===== src/rtl/third_mode_countdown_event_module_pkg.sv =====
// Shared constants for the hurricane-mode countdown: widths, mode codes,
// countdown FSM state encoding and timing defaults.
package third_mode_countdown_event_module_pkg;

    localparam int MAX_WIDTH_DEF      = 16;
    localparam int MODE_WIDTH_DEF     = 3;
    localparam int COUNTER_1SEC_DEF   = 49_999_999;
    localparam int THIRD_COUNTDOWN_SEC = 60;

    // Mode codes shared with the mode controller.
    localparam int STANDBY_MODE = 0;
    localparam int FIRST_MODE   = 1;
    localparam int SECOND_MODE  = 2;
    localparam int THIRD_MODE   = 3;

    // Countdown FSM states.
    typedef enum logic [1:0] {
        CD_IDLE = 2'd0,
        CD_RUN  = 2'd1,
        CD_REQ  = 2'd2
    } cd_state_t;

endpackage


===== src/rtl/third_mode_countdown_event_module_tick.sv =====
// One-second tick generator: counts clock cycles while enabled and emits a
// single-cycle tick when the counter sits at its terminal value.
module one_sec_tick_gen #(
    parameter int WIDTH    = 16,
    parameter int TERMINAL = 3
) (
    input  logic clk,
    input  logic rstn,
    input  logic enable,
    input  logic clear,
    output logic tick
);

    localparam logic [WIDTH-1:0] TERM = WIDTH'(TERMINAL);

    logic [WIDTH-1:0] cnt;

    // A clear suppresses the tick so a same-cycle abort wins over it.
    assign tick = enable && !clear && (cnt == TERM);

    // Cycle counter: clear has priority, wraps to 0 on the terminal value.
    always_ff @(posedge clk or negedge rstn) begin
        if (!rstn) begin
            cnt <= '0;
        end else if (clear) begin
            cnt <= '0;
        end else if (enable) begin
            if (cnt == TERM) cnt <= '0;
            else             cnt <= cnt + 1'b1;
        end
    end

endmodule


===== src/rtl/third_mode_countdown_event_module.sv =====
// Hurricane (THIRD) mode countdown. Counts seconds down from a preset while
// the mode is applied, accumulates total hurricane time, locks the mode out
// after one use per power-on session, and on expiry asks the mode controller
// to drop to SECOND mode.
// Handshake: req_valid rises with req_mode=SECOND and both stay stable until
// a cycle where req_ack=1 is seen (request consumed), or the request is
// withdrawn because the mode left THIRD or power_off was pulsed.
module third_mode_countdown_event_module
    import third_mode_countdown_event_module_pkg::*;
#(
    parameter int MAX_WIDTH         = MAX_WIDTH_DEF,
    parameter int MODE_WIDTH        = MODE_WIDTH_DEF,
    parameter int COUNTER_1SEC      = COUNTER_1SEC_DEF,
    parameter int COUNTDOWN_SECONDS = THIRD_COUNTDOWN_SEC
) (
    input  logic                  clk,
    input  logic                  rstn,
    input  logic [MODE_WIDTH-1:0] current_mode,
    input  logic                  power_off,
    input  logic                  req_ack,
    output logic [MAX_WIDTH-1:0]  remaining_time,
    output logic [MAX_WIDTH-1:0]  total_running_time,
    output logic                  third_available,
    output logic                  req_valid,
    output logic [MODE_WIDTH-1:0] req_mode,
    output logic                  countdown_done
);

    localparam logic [MAX_WIDTH-1:0]  PRESET   = MAX_WIDTH'(COUNTDOWN_SECONDS);
    localparam logic [MODE_WIDTH-1:0] M_THIRD  = MODE_WIDTH'(THIRD_MODE);
    localparam logic [MODE_WIDTH-1:0] M_SECOND = MODE_WIDTH'(SECOND_MODE);
    localparam logic [MODE_WIDTH-1:0] M_STDBY  = MODE_WIDTH'(STANDBY_MODE);

    cd_state_t state, state_nxt;

    logic used, used_nxt;
    logic [MAX_WIDTH-1:0]  remaining_nxt, total_nxt;
    logic                  req_valid_nxt, done_nxt;
    logic [MODE_WIDTH-1:0] req_mode_nxt;

    logic is_third;
    logic tick;
    logic tick_clear;

    assign is_third   = (current_mode == M_THIRD);
    assign tick_clear = (state != CD_RUN) || !is_third || power_off;

    one_sec_tick_gen #(
        .WIDTH    (MAX_WIDTH),
        .TERMINAL (COUNTER_1SEC)
    ) u_tick (
        .clk    (clk),
        .rstn   (rstn),
        .enable (state == CD_RUN),
        .clear  (tick_clear),
        .tick   (tick)
    );

    // State register.
    always_ff @(posedge clk or negedge rstn) begin
        if (!rstn) state <= CD_IDLE;
        else       state <= state_nxt;
    end

    // Next-state logic; power_off forces IDLE ahead of everything else.
    always_comb begin
        state_nxt = state;
        if (power_off) begin
            state_nxt = CD_IDLE;
        end else begin
            case (state)
                CD_IDLE: if (is_third && !used) state_nxt = CD_RUN;
                CD_RUN: begin
                    if (!is_third)                          state_nxt = CD_IDLE;
                    else if (tick && remaining_time == 1'b1) state_nxt = CD_REQ;
                end
                CD_REQ: if ((req_ack && req_valid) || !is_third) state_nxt = CD_IDLE;
                default: state_nxt = CD_IDLE;
            endcase
        end
    end

    // Next values of the registered outputs and the session lockout flag.
    always_comb begin
        used_nxt      = used;
        remaining_nxt = remaining_time;
        total_nxt     = total_running_time;
        req_valid_nxt = req_valid;
        req_mode_nxt  = req_mode;
        done_nxt      = 1'b0;
        case (state)
            CD_IDLE: begin
                remaining_nxt = PRESET;
                if (is_third && !used) used_nxt = 1'b1;
            end
            CD_RUN: begin
                if (power_off || !is_third) begin
                    remaining_nxt = PRESET;
                end else if (tick) begin
                    remaining_nxt = remaining_time - 1'b1;
                    total_nxt     = total_running_time + 1'b1;
                    if (remaining_time == 1'b1) begin
                        done_nxt      = 1'b1;
                        req_valid_nxt = 1'b1;
                        req_mode_nxt  = M_SECOND;
                    end
                end
            end
            CD_REQ: begin
                remaining_nxt = '0;
                if (power_off || (req_ack && req_valid) || !is_third) begin
                    req_valid_nxt = 1'b0;
                    req_mode_nxt  = M_STDBY;
                end
            end
            default: remaining_nxt = PRESET;
        endcase
        if (power_off) used_nxt = 1'b0;
    end

    // Output and lockout registers.
    always_ff @(posedge clk or negedge rstn) begin
        if (!rstn) begin
            used               <= 1'b0;
            third_available    <= 1'b1;
            remaining_time     <= PRESET;
            total_running_time <= '0;
            req_valid          <= 1'b0;
            req_mode           <= M_STDBY;
            countdown_done     <= 1'b0;
        end else begin
            used               <= used_nxt;
            third_available    <= ~used_nxt;
            remaining_time     <= remaining_nxt;
            total_running_time <= total_nxt;
            req_valid          <= req_valid_nxt;
            req_mode           <= req_mode_nxt;
            countdown_done     <= done_nxt;
        end
    end

endmodule


===== config.mk =====
export PLATFORM = sky130hd
export DESIGN_NAME = third_mode_countdown_event_module
export DESIGN_NICKNAME = d
export VERILOG_FILES = /design/src/rtl/third_mode_countdown_event_module_pkg.sv /design/src/rtl/third_mode_countdown_event_module_tick.sv /design/src/rtl/third_mode_countdown_event_module.sv
export SDC_FILE = /design/constraint.sdc
export NUM_CORES = 1
export LEC_CHECK = 0
export ABC_AREA = 1
export BUFFER_PORTS_ARGS = -buffer_cell sky130_fd_sc_hd__buf_4
export CORE_MARGIN = 8
export CORE_UTILIZATION = 60
export CTS_BUF_LIST = sky130_fd_sc_hd__clkbuf_4
export CTS_CLUSTER_SIZE = 14
export DETAILED_ROUTE_END_ITERATION = 7
export PLACE_DENSITY = 0.86
export SYNTH_ARGS = -nofsm -noshare
export SYNTH_HDL_FRONTEND = slang
export SYNTH_HIERARCHICAL = 1
export SYNTH_SLANG_ARGS = --single-unit

===== constraint.sdc =====
create_clock -name clk -period 3.8 [get_ports clk]
set_clock_uncertainty 0.15 [all_clocks]
set_input_delay 0.19 -clock clk [delete_from_list [all_inputs] [get_ports clk]]
set_output_delay 0.19 -clock clk [all_outputs]
set_load 0.02 [all_outputs]

==> impl_metrics.toml <==
[sta]
slew_headroom_pct = 47.6
rsz0062_at_grt = "false"
min_period_ns = 2.84
setup_viol = 0
hold_violations = 0
finalCritPeriodShare_pct = 74.7
drv_slew = 0
tns_ns = 0
fmax_mhz = 352
tightest_slew_ns = 0.783

[worst_setup_path]
worstPathArrival_ns = 3.02
startpoint_type = "flop"
worstSetupEndpointType = "flop"
worst_ep_required_time_ns = 3.98
setup.worst_path.class = "flop to flop"
cp_max_fo = 12

[drt]
drt_pass1_iterations = 5
drcViolationCount = 0
wl_per_cell_um = 13.2
m1WireLength_um = 3450
drt_iter0_drc = 202
wl_met3_um = 427
top_layer = "met4"
wl_met2_um = 3780
viasPerCell = 5.31
drt_wl_total_um = 7750
ant_nets = 0
vias = 3123

[cts]
post_cts_resized = 0
htree_num_levels = 2
clk_path_buf_depth = 2
cts.clk_slew.worst_paths_ns = 0.17
cts_made_buffers = 5
cts_sinks = 54
clk_latency_ns = 0.40
cts_tree = "yes"
cts-root-buf = "clkbuf_4"

[hold_path]
hold_class = "input port to flop"

[floorplanning]
start_util_pct = 60.5
io_pins = 45
die-area_um2 = 8530
dieWidth_um = 92.4
coreArea_um2 = 5780
die_h_um = 92.4
rows = 28

[logic_synthesis]
synth_top_area_share_pct = 35.1
yosys-top-cells-area = "dfrtp_1, nand2_1, inv_1, nand3_1, nor2_1"
synth-seq-cells = 54
yosysWarnings = 6
ys.flop_type = "dfrtp_1"
avgSynthCellArea_um2 = 7.52
yosys-top-cells-count = "nand2_1, inv_1, dfrtp_1"
ys_seq_area_share_pct = 38.8
synth_edf_count = 0
async_reset_ff_share_pct = 100
synth_most_common_cell = "nand2_1"
synthDistinctLibCells = 39
netlist_area_um2 = 3500
yosysTopAreaCell = "dfrtp_1"
syn_inst = 465

[global_routing]
antenna_found_initial = 0
grt.total_usage_pct = 18.4
grt_pass1_wl_um = 13200
grt_max_degree = 55
grt.overflow.total = 0
first_global_vias = 2972

[placement]
dpl.hpwl_um = 5740
port_buffers = 42
place_congestion = 0.927

[power]
max-vdd-ir-drop_mv = 0.231
pwr_density_cell_nw_per_um2 = 307
leakage_nw = 1.95
power_mw = 1.21

[final_layout]
multi_input_area_um2 = 1840
fin_nets = 527
seqCellArea_um2 = 1360
n_fill_cell = 497
diodes = 0
drive_gt1_share_pct = 20.5
syn2layout_area_growth_pct = 13.1

[outcome]
outcome = "finished clean"

[flow_run]
drv_cap = 0
-- final timing paths --
path / start / end / slack (ns) / cells after the start
max in group asynchronous: rstn / u_tick/cnt[3] / 2.82 / 2
worst max register to register: state[1] / remaining_time[6] / 0.96 / 9
worst min-delay path: current_mode[2] / third_available / 0.02 / 5
min in group asynchronous: rstn / remaining_time[14] / 0.20 / 2
worst min register to register: total_running_time[13] / total_running_time[13] / 0.38 / 2
worst max-delay path: state[1] / remaining_time[6] / 0.96 / 9
-- layout make-up --
type | count | share of cell area, %
multi-input combinational | 337 | 46.6
sequential | 54 | 34.3
timing repair buffer | 45 | 8.73
inverter | 69 | 6.55
tap | 75 | 2.37
clock buffer | 5 | 0.949
clock inverter | 3 | 0.506
-- power breakdown --
part | total, mW | switching, mW | leakage, nW | internal, mW
Clock | 0.270 | 0.198 | 0.0292 | 0.0727
Sequential | 0.651 | 0.0336 | 0.718 | 0.618
Combinational | 0.293 | 0.192 | 1.20 | 0.100
Total | 1.21 | 0.424 | 1.95 | 0.790
-- registers in the layout (all words and copies together), names as in the netlist --
signal,flops
countdown_done,1
remaining_time,16
req_mode,1
state,2
third_available,1
total_running_time,16
u_tick/cnt,16
used,1
-- worst max-delay path, cell delays in order (launching register included) --
cell and delay [ns]:
dfrtp_1 0.43, inv_1 0.10, ha_1 0.35, nand2_1 0.23, nor3_2 0.50, nor2_2 0.12, nand2_1 0.36, nand2_1 0.16
or2_1 0.24, a21oi_1 0.12
-- routing by layer --
layer  track usage (%)  up-vias
met2              30.5       99
li1                  -     1558
met4              6.04        0
met1              23.4     1456
met5                 0        -
met3              3.80       10
-- placed cells by master (no fill, tap or decap), types with 2 or more instances in the layout --
master         count
nor2_4            11
nand3b_1           2
nor3_2             4
buf_4             42
o21ai_1            4
nor2_2             8
clkbuf_4           5
inv_2              6
dfstp_2            5
o21bai_1           3
nor3_1            11
xor2_2             5
nand3_1           35
nand3_2            3
conb_1             2
nand2_1          129
inv_1             63
o21ai_0            2
dfrtp_1           49
nand2_4            3
xnor2_1            3
a21oi_1           15
dlygate4sd3_1      3
nand2_2            5
nor2_1            46
xor2_1             8
o22ai_1            7
ha_1               8
nand4_1           14
-- through the flow --
stage	instances	worst slack (ns)	hold slack, ns	util (%)	area (µm²)
5_1_grt	588	0.718	0.0410	68.4	3960
3_3_place_gp	577	1.22	0.120	66.9	3870
4_1_cts	588	0.984	0.0200	68.4	3960
2_1_floorplan	466	1.54	-0.256	-	3500
6_report	588	0.962	0.0234	68.4	3960
3_5_place_dp	577	1.05	0.128	66.9	3870
-- cells by family (layout without fill, tap and decap cells) --
| family | count (synthesis) | count (layout) | share of synthesized area [%] |
|---|---|---|---|
| adders and majority gates | 8 | 8 | 2.86 |
| xor gates and xnor gates | 16 | 16 | 5.08 |
| buffers and inverters | 75 | 122 | 8.62 |
| AOI/OAI and AO/OA | 37 | 37 | 6.58 |
| DFF | 54 | 54 | 38.8 |
| other | 1 | 2 | 0.107 |
| and+or+nand+nor | 274 | 274 | 37.9 |
-- what timing repair did --
item / CTS / global route
endpoints found under the hold margin: 51 / 0
hold buffers: 3 / 0
buffers inserted: 0 / 0
Power figures use the tool's default switching activity.
